## src/rtl/instr_dispatch_queue.sv

```systemverilog
// Per-core instruction dispatch: CORES independent FWFT FIFOs fed by one
// unicast/broadcast source. Optional per-core pop counters under DISPATCH_STATS_EN.
module instr_dispatch_queue #(
    parameter int CORES  = 3,
    parameter int WORD_W = 32,
    parameter int DEPTH  = 4,
    localparam int CW = (CORES > 1) ? $clog2(CORES) : 1,
    localparam int AW = $clog2(DEPTH)
) (
    input  logic                      clk,
    input  logic                      rst,
    input  logic                      instr_valid,
    input  logic [WORD_W-1:0]         instr_word,
    input  logic [CW-1:0]             instr_core_sel,
    input  logic                      instr_bcast,
    output logic                      instr_ready,
    output logic [CORES-1:0]          core_instr_valid,
    output logic [CORES*WORD_W-1:0]   core_instr_word,
    input  logic [CORES-1:0]          core_ready_vec,
    output logic [CORES*(AW+1)-1:0]   q_count,
    output logic [CORES-1:0]          q_full,
    output logic                      sel_err
`ifdef DISPATCH_STATS_EN
    ,
    output logic [CORES*16-1:0]       stat_dispatched
`endif
);

    // Handshake: input side transfers when instr_valid && instr_ready at posedge;
    // core i transfers when core_instr_valid[i] && core_ready_vec[i] at posedge.

    logic [CORES-1:0] sel_onehot;
    logic [CORES-1:0] push;
    logic [CORES-1:0] pop;
    logic             sel_in_range;
    logic             sel_err_q, sel_err_d;

    assign sel_in_range = ({1'b0, instr_core_sel} < (CW+1)'(CORES));

    always_comb begin
        sel_onehot = '0;
        for (int i = 0; i < CORES; i++) begin
            sel_onehot[i] = (instr_core_sel == CW'(i));
        end
    end

    // Out-of-range select has an all-zero one-hot, so it is always accepted (and dropped).
    always_comb begin
        instr_ready = 1'b0;
        if (instr_bcast) begin
            instr_ready = ~|q_full;
        end else begin
            instr_ready = ~|(q_full & sel_onehot);
        end
    end

    always_comb begin
        push = '0;
        if (instr_valid && instr_ready) begin
            push = instr_bcast ? {CORES{1'b1}} : sel_onehot;
        end
    end

    assign sel_err_d = instr_valid && !instr_bcast && !sel_in_range;

    always_ff @(posedge clk) begin
        if (rst) begin
            sel_err_q <= 1'b0;
        end else begin
            sel_err_q <= sel_err_d;
        end
    end

    assign sel_err = sel_err_q;

    for (genvar g = 0; g < CORES; g++) begin : g_core
        logic [WORD_W-1:0] mem_q [DEPTH];
        logic [AW-1:0]     wr_ptr_q, wr_ptr_d;
        logic [AW-1:0]     rd_ptr_q, rd_ptr_d;
        logic [AW:0]       cnt_q, cnt_d;

        assign pop[g] = (cnt_q != '0) && core_ready_vec[g];

        always_comb begin
            wr_ptr_d = wr_ptr_q;
            rd_ptr_d = rd_ptr_q;
            cnt_d    = cnt_q;
            if (push[g]) begin
                wr_ptr_d = wr_ptr_q + 1'b1;
            end
            if (pop[g]) begin
                rd_ptr_d = rd_ptr_q + 1'b1;
            end
            case ({push[g], pop[g]})
                2'b10:   cnt_d = cnt_q + (AW+1)'(1);
                2'b01:   cnt_d = cnt_q - (AW+1)'(1);
                default: cnt_d = cnt_q;
            endcase
        end

        always_ff @(posedge clk) begin
            if (rst) begin
                wr_ptr_q <= '0;
                rd_ptr_q <= '0;
                cnt_q    <= '0;
            end else begin
                wr_ptr_q <= wr_ptr_d;
                rd_ptr_q <= rd_ptr_d;
                cnt_q    <= cnt_d;
            end
        end

        // Storage needs no reset: nothing is visible until the count says so.
        always_ff @(posedge clk) begin
            if (push[g]) begin
                mem_q[wr_ptr_q] <= instr_word;
            end
        end

        assign core_instr_valid[g]                 = (cnt_q != '0);
        assign core_instr_word[g*WORD_W +: WORD_W] = mem_q[rd_ptr_q];
        assign q_count[g*(AW+1) +: (AW+1)]         = cnt_q;
        assign q_full[g]                           = (cnt_q == (AW+1)'(DEPTH));

`ifdef DISPATCH_STATS_EN
        logic [15:0] stat_q, stat_d;

        always_comb begin
            stat_d = stat_q;
            if (pop[g] && (stat_q != 16'hFFFF)) begin
                stat_d = stat_q + 16'd1;
            end
        end

        always_ff @(posedge clk) begin
            if (rst) begin
                stat_q <= '0;
            end else begin
                stat_q <= stat_d;
            end
        end

        assign stat_dispatched[g*16 +: 16] = stat_q;
`endif
    end

endmodule

```

## config.mk

```make
export PLATFORM = sky130hd
export DESIGN_NAME = instr_dispatch_queue
export DESIGN_NICKNAME = d
export VERILOG_FILES = /design/src/rtl/instr_dispatch_queue.sv
export SDC_FILE = /design/constraint.sdc
export NUM_CORES = 1
export LEC_CHECK = 0
export BUFFER_PORTS_ARGS = -buffer_cell sky130_fd_sc_hd__buf_2
export CAP_MARGIN = 20
export CORE_MARGIN = 2
export CORE_UTILIZATION = 53
export DETAILED_ROUTE_END_ITERATION = 6
export GPL_TIMING_DRIVEN = 0
export PLACE_DENSITY_LB_ADDON = 0.1
export RECOVER_POWER = 25
export SETUP_SLACK_MARGIN = 0.5
export SLEW_MARGIN = 30
export SYNTH_ARGS = -nofsm -noshare
export SYNTH_HDL_FRONTEND = slang
export SYNTH_SLANG_ARGS = --single-unit
export TNS_END_PERCENT = 100
```

## constraint.sdc

```tcl
create_clock -name clk -period 2.7 [get_ports clk]
set_input_delay 0.135 -clock clk [delete_from_list [all_inputs] [get_ports clk]]
set_output_delay 0.135 -clock clk [all_outputs]
set_load 0.02 [all_outputs]
```

# After elaboration in Yosys (flattened, before gate mapping)
# Memories as Yosys holds them, arrays and structs flattened. A register that Yosys moved wholly into a read port is not among the register bits.
# Index checks and enable logic that the tools add are counted.
classes:
  mux: 18
  mul: 0
  reduce_logical: 19
  eq_ne: 11
  order_cmp: 1
  n_addsub: 12
  n_div: 0
  shift: 0
  bitwise: 1
ops:
  columns: ["cell", "count"]
  rows:
  - ["$pmux W3 S2", 3]
  - ["$add A2 B1 Y2 const B", 6]
  - ["$mux W2", 6]
  - ["$add A3 B1 Y3 const B", 3]
  - ["$eq A3 B3 Y1 const B", 3]
  - ["$reduce_bool A3 Y1", 3]
  - ["$sub A3 B1 Y3 const B", 3]
  - ["$eq A2 B1 Y1 const B", 4]
  - ["$eq A2 B2 Y1 const B", 4]
  - ["$mux W1", 7]
  - ["$logic_and A1 B1 Y1", 6]
  - ["$mux W3", 2]
  - ["$reduce_bool A2 Y1", 3]
  - ["$reduce_or A3 Y1", 2]
  - ["$logic_not A1 Y1", 4]
  - ["$and A3 B3 Y3", 1]
  - ["$logic_not A2 Y1", 1]
  - ["$lt A2 B2 Y1 const B", 1]
totals:
  rom_bits: 0
  latchBits: 0
  n_memories: 3
  ff_bits: 22
  ram_bits: 384
  word_cells: 75
  input_bits: 41
  out_inout_bits: 113
memory_table:
  columns: ["name", "depth", "word_bits", "rd", "rd_ports_with_merged_regs", "wr", "line", "text"]
  rows:
  - ["g_core[0].mem_q", 4, 32, 1, 1, 1, "77", "logic [WORD_W-1:0] mem_q [DEPTH];"]
  - ["g_core[1].mem_q", 4, 32, 1, 1, 1, "77", null]
  - ["g_core[2].mem_q", 4, 32, 1, 1, 1, "77", null]

# Depth between registers and ports, before layout
# Gate-level depths: netlist of the first run.
logic_depth:
  depth_word: 9
  mapped_depth: 11
  mapped_depth_nobuf: 10

# Worst setup path before layout of the first run
# Ideal clock, no wire load.
synth_timing:
  path_type: "register -> register"
  startpoint: "register g_core[0].cnt_q[2]"
  endpoint: "register g_core[1].cnt_q[2]"
  t_required_ps: 2629
  slack_ps: -244
  path_buffers: 0
  path_stages_with_launch: 11
  t_arrival_ps: 2873
  cell_sequence: "dfxtp_1 -> nor3b_1 -> o21a_1 -> nor3_1 -> inv_1 -> ha_1 -> inv_1 -> fa_1 -> xor2_1 -> or3_1 -> a21oi_1"
synth_via:
  elab_chain_len: 9
  elab_cells_between_ends: 13
  classes_between: "eq/ne: 3; mux: 3; bitwise: 1; reduce/logical: 6"
synth_lines:
  columns: ["item", "line", "text"]
  rows:
  - ["start, declared", "80", "logic [AW:0] cnt_q, cnt_d;"]
  - ["start signal, assigned", "109", "cnt_q <= cnt_d;"]
  - ["$eq A3 B3 Y1 (*)", "123", "assign q_full[g] = (cnt_q == (AW+1)'(DEPTH));"]
  - ["via q_full[0]", "21", "output logic [CORES-1:0] q_full,"]
  - ["$and A3 B3 Y3", "53", "instr_ready = ~|(q_full & sel_onehot);"]
  - ["$reduce_or A3 Y1", "53", null]
  - ["$logic_not A1 Y1", "53", null]
  - ["$mux W1 (*)", "50", "if (instr_bcast) begin"]
  - ["$logic_and A1 B1 Y1 (*)", "59", "if (instr_valid && instr_ready) begin"]
  - ["$mux W3 (*)", "59", null]
  - ["$eq A2 B1 Y1 / $eq A2 B2 Y1 (equally long branches)", "94", "case ({push[g], pop[g]})"]
  - ["$pmux W3 S2 / $reduce_bool A2 Y1 (equally long branches)", null, null]
  - ["end signal, assigned", "109", null]
  - ["end, declared", "80", null]
# Mark *: on every way through the listed nets, which the timed path passes. The rest lies on a longest branch.
# A chain may end at the register's enable or synchronous reset.

# Final worst setup path of the first run
layout_timing:
  startpoint: "register g_core[1].cnt_q[0]"
  endpoint: "register g_core[1].cnt_q[2]"
layout_via:
  elab_chain_len: 9
  elab_cells_between_ends: 17
  classes_between: "add/sub: 2; eq/ne: 3; mux: 3; bitwise: 1; reduce/logical: 8"
layout_lines:
  columns: ["item", "line"]
  rows:
  - ["$eq A3 B3 Y1", "123"]
  - ["$and A3 B3 Y3", "53"]
  - ["$reduce_or A3 Y1", "53"]
  - ["$logic_not A1 Y1", "53"]
  - ["$mux W1", "50"]
  - ["$logic_and A1 B1 Y1", "59"]
  - ["$mux W3", "59"]
  - ["$eq A2 B1 Y1 / $eq A2 B2 Y1 (equally long branches)", "94"]
  - ["$pmux W3 S2 / $reduce_bool A2 Y1 (equally long branches)", null]
# Parallel ways exist; a longest one is shown, timed or not.

==> metrics.md, run 1 <==
| Metric | Value |
|---|---|
| Status | completed |
| GRT Resource Usage Total | 0.202 |
| Synth-to-Final Area Change | 21.7% |
| Worst EP arrival | 2.94 ns |
| Detailed Place HPWL | 17,600 um |
| Share of cells above drive strength 1 | 0.385 |
| Peak Freq | 0.401 GHz |
| Die Height | 174 um |
| Vias post-DR | 7,710 |
| Remaining global-route overflow | 0 |
| Peak supply drop | 0.000583 V |
| Net count after synthesis | 737 |
| Root Driver | clkbuf_16 |
| Final #Nets | 990 |
| Setup TNS | 0 ns |
| Ys flop type | edfxtp_1 |
| Post-synth EDFFs | 384 |
| Drt wl/cell | 25.0 um |
| Initial antenna violation count | 1 |
| Later-pin clock latency in the skew report | 0.53 ns |
| Sequential fraction of the synthesis area | 0.787 |
| Hold_sp | core_ready_vec[0] |
| Total power | 18.4 mW |
| Unrepaired setup endpoints after global routing | yes |
| First-pass GRT wire length | 45,300 um |
| Die W | 174 um |
| Top cells by area, synth | edfxtp_1, mux4_2, dfxtp_1 |
| Routed Antenna Nets | 0 |
| Final worst-path cycle share | 0.923 |
| WHS | 0.117 ns |
| Clk sinks | 412 |
| Post-Syn Instances | 678 |
| Synth Area in Simple Gates | 0.0236 |
| Core area | 0.0286 mm^2 |
| Filler cells | 1,948 |
| 1st-pass router iterations | 5 |
| ANT cells | 0 |
| H-Tree Depth | 2 |
| Register area | 0.0121 mm^2 |
| Ys Warns | 0 |
| Largest family of logic cells by synthesized area | multiplexers |
| Hold Violations, Final | 0 |
| Yosys cell types | 35 |
| Synth top cells by count | edfxtp_1, mux4_2, dfxtp_1 |
| Lkg Pwr | 6.24 nW |
| Max-Cap Viols | 0 |
| Post-synth top area cell | edfxtp_1 |
| Clock buffer count from CTS | 42 |
| Max-Slew Margin vs Limit | 0.612 |
| Synth Area in Compound Gates | 0.0103 |
| Final Critical Period | 2.49 ns |
| Mux contribution to synthesized area | 0.144 |
| Startpoint Class | register |
| Xor and xnor fraction of the mapped netlist area | 0.00684 |
| Starting Density | 0.537 |
| Count leader, synth | edfxtp_1 |
| Clock transition at the registers of the reported paths | 0.06 ns |
| Area of the multi-input gates | 0.00332 mm^2 |
| Crit path kind | register to register |
| Worst Max-Slew Pin Slew | 0.582 ns |
| Slew Viols, Final | 0 |
| Power Dens Cells | 984 mW/mm^2 |
| Seq cells post-synth | 412 |
| Mapped cell area | 0.0154 mm^2 |
| Die area | 0.0304 mm^2 |
| CTS tree | done |
| DRC Markers | 0 |
| Ports | 154 |
| Critical R2R Launch | g_core[1].cnt_q[0] |
| Maximum number of pins on one net before global-route repair | 33 |
| Initial drt markers | 684 |
| Vias per cell | 5.72 |
| Worst Skew | 0.00798 ns |
| Util after Layout | 0.653 |
| Drt total wl | 33,600 um |
| Vias in the first global route | 7,678 |
| Class of the worst hold path | input port to register |
| # rows | 62 |
| Critical path startpoint | g_core[1].cnt_q[0] |
| CP required | 3.14 ns |
| Maximum root-to-sink buffer count | 3 |
| CP endpoint kind | register |
| Adder-cell share of the synthesized area | 0.0161 |
| Port bufs | 151 |
| Top cell type's share of synthesized area | 0.750 |
| Final setup violation count | 0 |
| Worst-path fanout max | 6 |
| Mapped Avg Cell Area | 22.7 um^2 |
| Placer Congestion | 0.744 |
| Asr flop ratio synth | 0 |
==> timing repair <==
| item | 4_1_cts | 5_1_grt |
|---|---|---|
| pin swaps | 5 | 15 |
| endpoints found under the setup margin | 352 | 362 |
| hold endpoints to repair | 387 | 0 |
| resized for setup | 49 | 30 |
| gates cloned | 0 | 12 |
| hold buffers | 35 | 0 |
| buffers inserted | 10 | 1 |
==> cell type report <==
class,instances,share of cell area
flip-flops and latches,412,0.647
multi-input cells,230,0.178
repair buffers,197,0.0628
clock buffers,50,0.0589
well taps,384,0.0257
plain buffers,26,0.0120
clock inverters,26,0.0112
inverters,22,0.00442
==> kinds of logic (layout without fill, tap and decap cells) <==
| group | after synthesis | after routing |
|---|---|---|
| flops | 412 | 412 |
| buf+inv | 48 | 321 |
| fa+ha+maj | 18 | 18 |
| mux | 100 | 100 |
| simple gates | 65 | 77 |
| xor+xnor | 12 | 12 |
| compound gates | 23 | 23 |
==> critical path: stages (launching register included) <==
cell,delay (ns)
dfxtp_4,0.34
or3b_4,0.42
o31ai_4,0.22
buf_12,0.16
nor3_4,0.04
inv_2,0.07
ha_4,0.14
inv_2,0.04
fa_2,0.35
xor2_1,0.16
or3_1,0.33
a21oi_2,0.14
==> registers in the layout, indices dropped and copies added, names as in the netlist, named ones only <==
register	cells
g_core.cnt_q	9
g_core.mem_q	384
g_core.rd_ptr_q	6
g_core.wr_ptr_q	6
sel_err	1
==> metrics by stage <==
stage | cells | worst slack [ns] | instance area, um^2
after floorplan | 678 | 0.213 | 15400
after global placement | 1213 | 0.131 | 16700
after detailed placement | 1213 | 0.0159 | 16700
after CTS | 1334 | 0.120 | 18600
after global routing | 1347 | 0.121 | 18700
final | 1347 | 0.208 | 18700
==> per-layer routing <==
layer	vias up	share of wire	track usage	routed length, um
li1	3300	-	-	-
met1	4067	0.42	0.279	14100
met2	295	0.49	0.342	16600
met3	46	0.073	0.0389	2470
met4	2	0.015	0.0445	488
met5	-	0.00039	0	13
==> where the power goes <==
part           switching, mW  total, mW  internal (mW)
registers              0.201       7.73           7.53
logic                   2.97       5.19           2.22
clock network           2.28       5.48           3.20
total                   5.45       18.4           12.9
==> cell usage in the layout (no fill, tap or decap), drive strengths merged <==
| cell | synthesis | layout |
|---|---|---|
| a21oi | 10 | 10 |
| and2 | 12 | 24 |
| buf | 14 | 155 |
| bufinv | 0 | 3 |
| clkbuf | 12 | 83 |
| clkinv | 0 | 17 |
| clkinvlp | 0 | 4 |
| dfxtp | 28 | 28 |
| dlygate4sd3 | 0 | 35 |
| edfxtp | 384 | 384 |
| fa | 3 | 3 |
| ha | 15 | 15 |
| inv | 22 | 24 |
| mux2 | 2 | 2 |
| mux2i | 2 | 2 |
| mux4 | 96 | 96 |
| nand2 | 5 | 5 |
| nand2b | 5 | 5 |
| nand4b | 1 | 1 |
| nor2 | 25 | 25 |
| nor2b | 1 | 1 |
| nor3 | 3 | 3 |
| nor3b | 2 | 2 |
| nor4 | 1 | 1 |
| o21a | 1 | 1 |
| o21ai | 4 | 4 |
| o2bb2ai | 1 | 1 |
| o311ai | 1 | 1 |
| o31a | 3 | 3 |
| o31ai | 3 | 3 |
| or3 | 6 | 6 |
| or3b | 2 | 2 |
| or4 | 2 | 2 |
| xnor2 | 3 | 3 |
| xor2 | 9 | 9 |
==> path summary, 6_finish.rpt <==
| check | slack, ns | to | cells after the start |
|---|---|---|---|
| setup reg to reg | 0.21 | g_core[1].cnt_q[2] | 11 |
| hold reg to reg | 0.53 | g_core[0].rd_ptr_q[1] | 2 |
| hold / removal | 0.12 | g_core[0].rd_ptr_q[0] | 4 |
| setup / recovery | 0.21 | g_core[1].cnt_q[2] | 11 |
Power figures use the tool's default switching activity.
==> run 2: changes to the inputs <==
--- a/config.mk
+++ b/config.mk
@@ -8,7 +8,7 @@
 export BUFFER_PORTS_ARGS = -buffer_cell sky130_fd_sc_hd__buf_2
 export CAP_MARGIN = 20
 export CORE_MARGIN = 2
-export CORE_UTILIZATION = 53
+export CORE_UTILIZATION = 58
 export DETAILED_ROUTE_END_ITERATION = 6
 export GPL_TIMING_DRIVEN = 0
 export PLACE_DENSITY_LB_ADDON = 0.1
==> constraint.sdc (replaced) <==
create_clock -name clk -period 2.6 [get_ports clk]
set_input_delay 0.13 -clock clk [delete_from_list [all_inputs] [get_ports clk]]
set_output_delay 0.13 -clock clk [all_outputs]
set_load 0.02 [all_outputs]
==> run 2 against run 1 <==
  * Via count fell by 0.42%
  * Design area rose by 0.52%
  * Flip-flop and latch count did not move
  * Die area fell by 8.4%
  * Critical path depth did not move
  * Critical path type unchanged
  * Critical endpoint is now g_core[0].cnt_q[2]
  * Highest routed layer is now met4
==> metrics.md, run 2 (synthesis gave the netlist of run 1 again) <==
| Metric | Value |
|---|---|
| Critical R2R Launch | g_core[1].cnt_q[2] |
| Initial antenna violation count | 0 (-1) |
| Root Driver | clkbuf_16 |
| Ports | 154 (unchanged) |
| Remaining global-route overflow | 0 (unchanged) |
| Status | completed |
| Die W | 167 um (-4.3%) |
| DRC Markers | 0 (unchanged) |
| Maximum number of pins on one net before global-route repair | 33 (unchanged) |
| Maximum root-to-sink buffer count | 3 (unchanged) |
| # rows | 59 (-4.8%) |
| Clock buffer count from CTS | 40 (-4.8%) |
| Most frequent cells in the layout | edfxtp_1, buf_2, mux4_2, clkbuf_16, dlygate4sd3_1 |
| Detailed Place HPWL | 17,400 um (-1.1%) |
| Drt total wl | 33,100 um (-1.6%) |
| Clk pwr share | 0.283 (-0.015) |
| Seq pwr share | 0.418 (-0.002) |
| Pint | 13.5 mW (+4.3%) |
| Placed insts | 1,164 (-4.0%) |
| Placer Congestion | 0.771 (+3.5%) |
| Max-Cap Viols | 0 (unchanged) |
| Switching fraction of total power | 0.297 (+0.00109) |
| Lkg Pwr | 6.32 nW (+1.2%) |
| H-Tree Depth | 2 (unchanged) |
| Largest register FFs | 384 (unchanged) |
| Crit path kind | register to register |
| Unrepaired setup endpoints after global routing | yes |
| GRT Resource Usage Total | 0.229 (+0.0265) |
| Commonest non-fill, non-tap cell in the layout | edfxtp_1 |
| Worst EP arrival | 2.93 ns (about the same) |
| Synth-to-Final Area Change | 22.3% |
| Die Height | 167 um (-4.3%) |
| Port bufs | 151 (unchanged) |
| Later-pin clock latency in the skew report | 0.54 ns (about the same) |
| Hold Violations, Final | 0 (unchanged) |
| Peak Freq | 0.404 GHz (+0.77%) |
| Crit-path cells | or3b_4 -> o31ai_4 -> buf_6 -> nor3_4 -> inv_1 -> ha_2 -> inv_2 -> fa_2 -> xor2_1 -> or3_1 -> a21oi_2 |
| Crit-path max cell delay | 0.39 ns (-0.03 ns) |
| Vias in the first global route | 7,828 (+2.0%) |
| Worst flop-to-flop path endpoint | g_core[0].cnt_q[2] |
| Comb pwr share | 0.299 (+0.017) |
| Routed Antenna Nets | 0 (unchanged) |
| Startpoint Class | register |
| Biggest regs | g_core.mem_q x384, g_core.cnt_q x9 |
| Peak supply drop | 0.000874 V (+50%) |
| Slowest-stage cell, CP | or3b_4 |
| CP Capture Point | g_core[0].cnt_q[2] |
| Die area | 0.0278 mm^2 (-8.4%) |
| Share of cells above drive strength 1 | 0.393 (+0.00771) |
| CP required | 3.05 ns (-0.09 ns) |
| Place WS | -0.0327 ns (-0.0486 ns) |
| Class of the worst hold path | input port to register |
| Non-Filler Instances | 1,302 (-3.3%) |
| Switch Pwr | 5.71 mW (+4.8%) |
| Initial drt markers | 855 (+25%) |
| Final worst-path cycle share | 0.951 (+0.0282) |
| Core area | 0.0261 mm^2 (-9.0%) |
| Drt wl/cell | 25.4 um (+1.8%) |
| CTS tree | done |
| Clk sinks | 412 (unchanged) |
| Worst-path fanout max | 5 (-1) |
| Clock transition at the registers of the reported paths | 0.06 ns (about the same) |
| First-pass GRT wire length | 46,900 um (+3.4%) |
| Reg2reg path depth | 11 (unchanged) |
| Register bank with the most flops | g_core.mem_q |
| Worst Max-Slew Pin Slew | 0.603 ns (+0.0207 ns) |
| Power Dens Cells | 1020 mW/mm^2 (+3.9%) |
| Final #Nets | 999 (+0.91%) |
| CP endpoint kind | register |
| Vias post-DR | 7,678 (-0.42%) |
| Filler cells | 1,545 (-21%) |
| 1st-pass router iterations | 5 (unchanged) |
| Max-Slew Margin vs Limit | 0.598 (-0.0138) |
| Slew Viols, Final | 0 (unchanged) |
| Vias per cell | 5.90 (+3.0%) |
| Starting Density | 0.590 (+0.0529) |
| Slack of the worst reg-to-reg path | 0.13 ns (-0.08 ns) |
| Final setup violation count | 0 (unchanged) |
| Fin worst setup slack | 0.127 ns (-0.0810 ns) |
| Critical path startpoint | g_core[1].cnt_q[2] |
| ANT cells | 0 (unchanged) |
| Final Critical Period | 2.47 ns (-0.0190 ns) |
| Worst Skew | 0.0162 ns (+0.00827 ns) |
-- run 2: cell count changes in the layout (fill, tap and decap cells not counted), moves of 3 or more --
cell,previous run,this run
buf_12,3,11
buf_4,10,20
buf_8,5,2
buf_2,135,127
buf_6,2,5
clkinv_1,14,6
clkbuf_2,5,2
-- run 2: timing repair --
item | in CTS | in global routing
endpoints found under the setup margin | 481 | 303
hold buffers | 35 | 0
resized for setup | 73 | 30
gates cloned | 5 | 8
pin swaps | 6 | 15
hold endpoints to repair | 386 | 0
buffers inserted | 15 | 6
-- run 2: through the flow --
stage | hold slack, ns | cell area [um^2] | total power, mW | TNS, ns | util
6_report | 0.114 | 18800 | 19.2 | 0 | 0.721
5_1_grt | 0.131 | 18800 | 19.9 | 0 | 0.721
4_1_cts | 0.0953 | 18600 | 19.0 | 0 | 0.713
3_5_place_dp | 0.427 | 16600 | 13.1 | -0.0384 | 0.638
3_3_place_gp | 0.434 | 16600 | 12.9 | 0 | 0.638
2_1_floorplan | 0.229 | 15400 | 11.5 | 0 | -
-- run 2: how the worst min path moves through the flow --
stage	start	to	slack, ns	cells after the start
floorplan	instr_word[0]	g_core[0].mem_q[0][0]	0.23	0
global placement	instr_valid	sel_err	0.43	3
detailed placement	instr_valid	sel_err	0.43	3
CTS	core_ready_vec[1]	g_core[1].rd_ptr_q[0]	0.1	4
global route	core_ready_vec[2]	register	0.13	4
finish	core_ready_vec[2]	register	0.11	4
-- run 2: routing by layer --
metal,wire [um],GRT usage
met2,16700,0.385
met5,0,0
met4,495,0.0551
met1,13500,0.325
met3,2410,0.0342
-- run 2: layout make-up --
cell class / count / area (um^2) / share of cell area
plain buffers: 26 / 302 / 0.0160
clock buffers: 52 / 1100 / 0.0584
clock inverters: 17 / 129 / 0.00686
inverters: 22 / 82.6 / 0.00439
multi-input cells: 228 / 3290 / 0.175
flip-flops and latches: 412 / 12100 / 0.644
well taps: 335 / 419 / 0.0223
repair buffers: 210 / 1370 / 0.0731
-- run 2: power groups by stage --
stage                     clock network, mW  logic (mW)  registers, mW
final                                  5.44        5.75           8.03
after global routing                   5.75        6.08           8.08
after CTS                              5.49        5.53           8.03
after detailed placement                  0        4.90           8.18
after global placement                    0        4.76           8.13
after floorplan                           0        3.32           8.18
-- run 2: worst max-delay path: cells and delay by family, from the launching register on --
kind | cells | cell delay, ns
compound gates | 2 | 0.32
xor+xnor | 1 | 0.16
fa+ha+maj | 2 | 0.51
buf+inv | 3 | 0.27
flops | 1 | 0.34
simple gates | 3 | 0.81
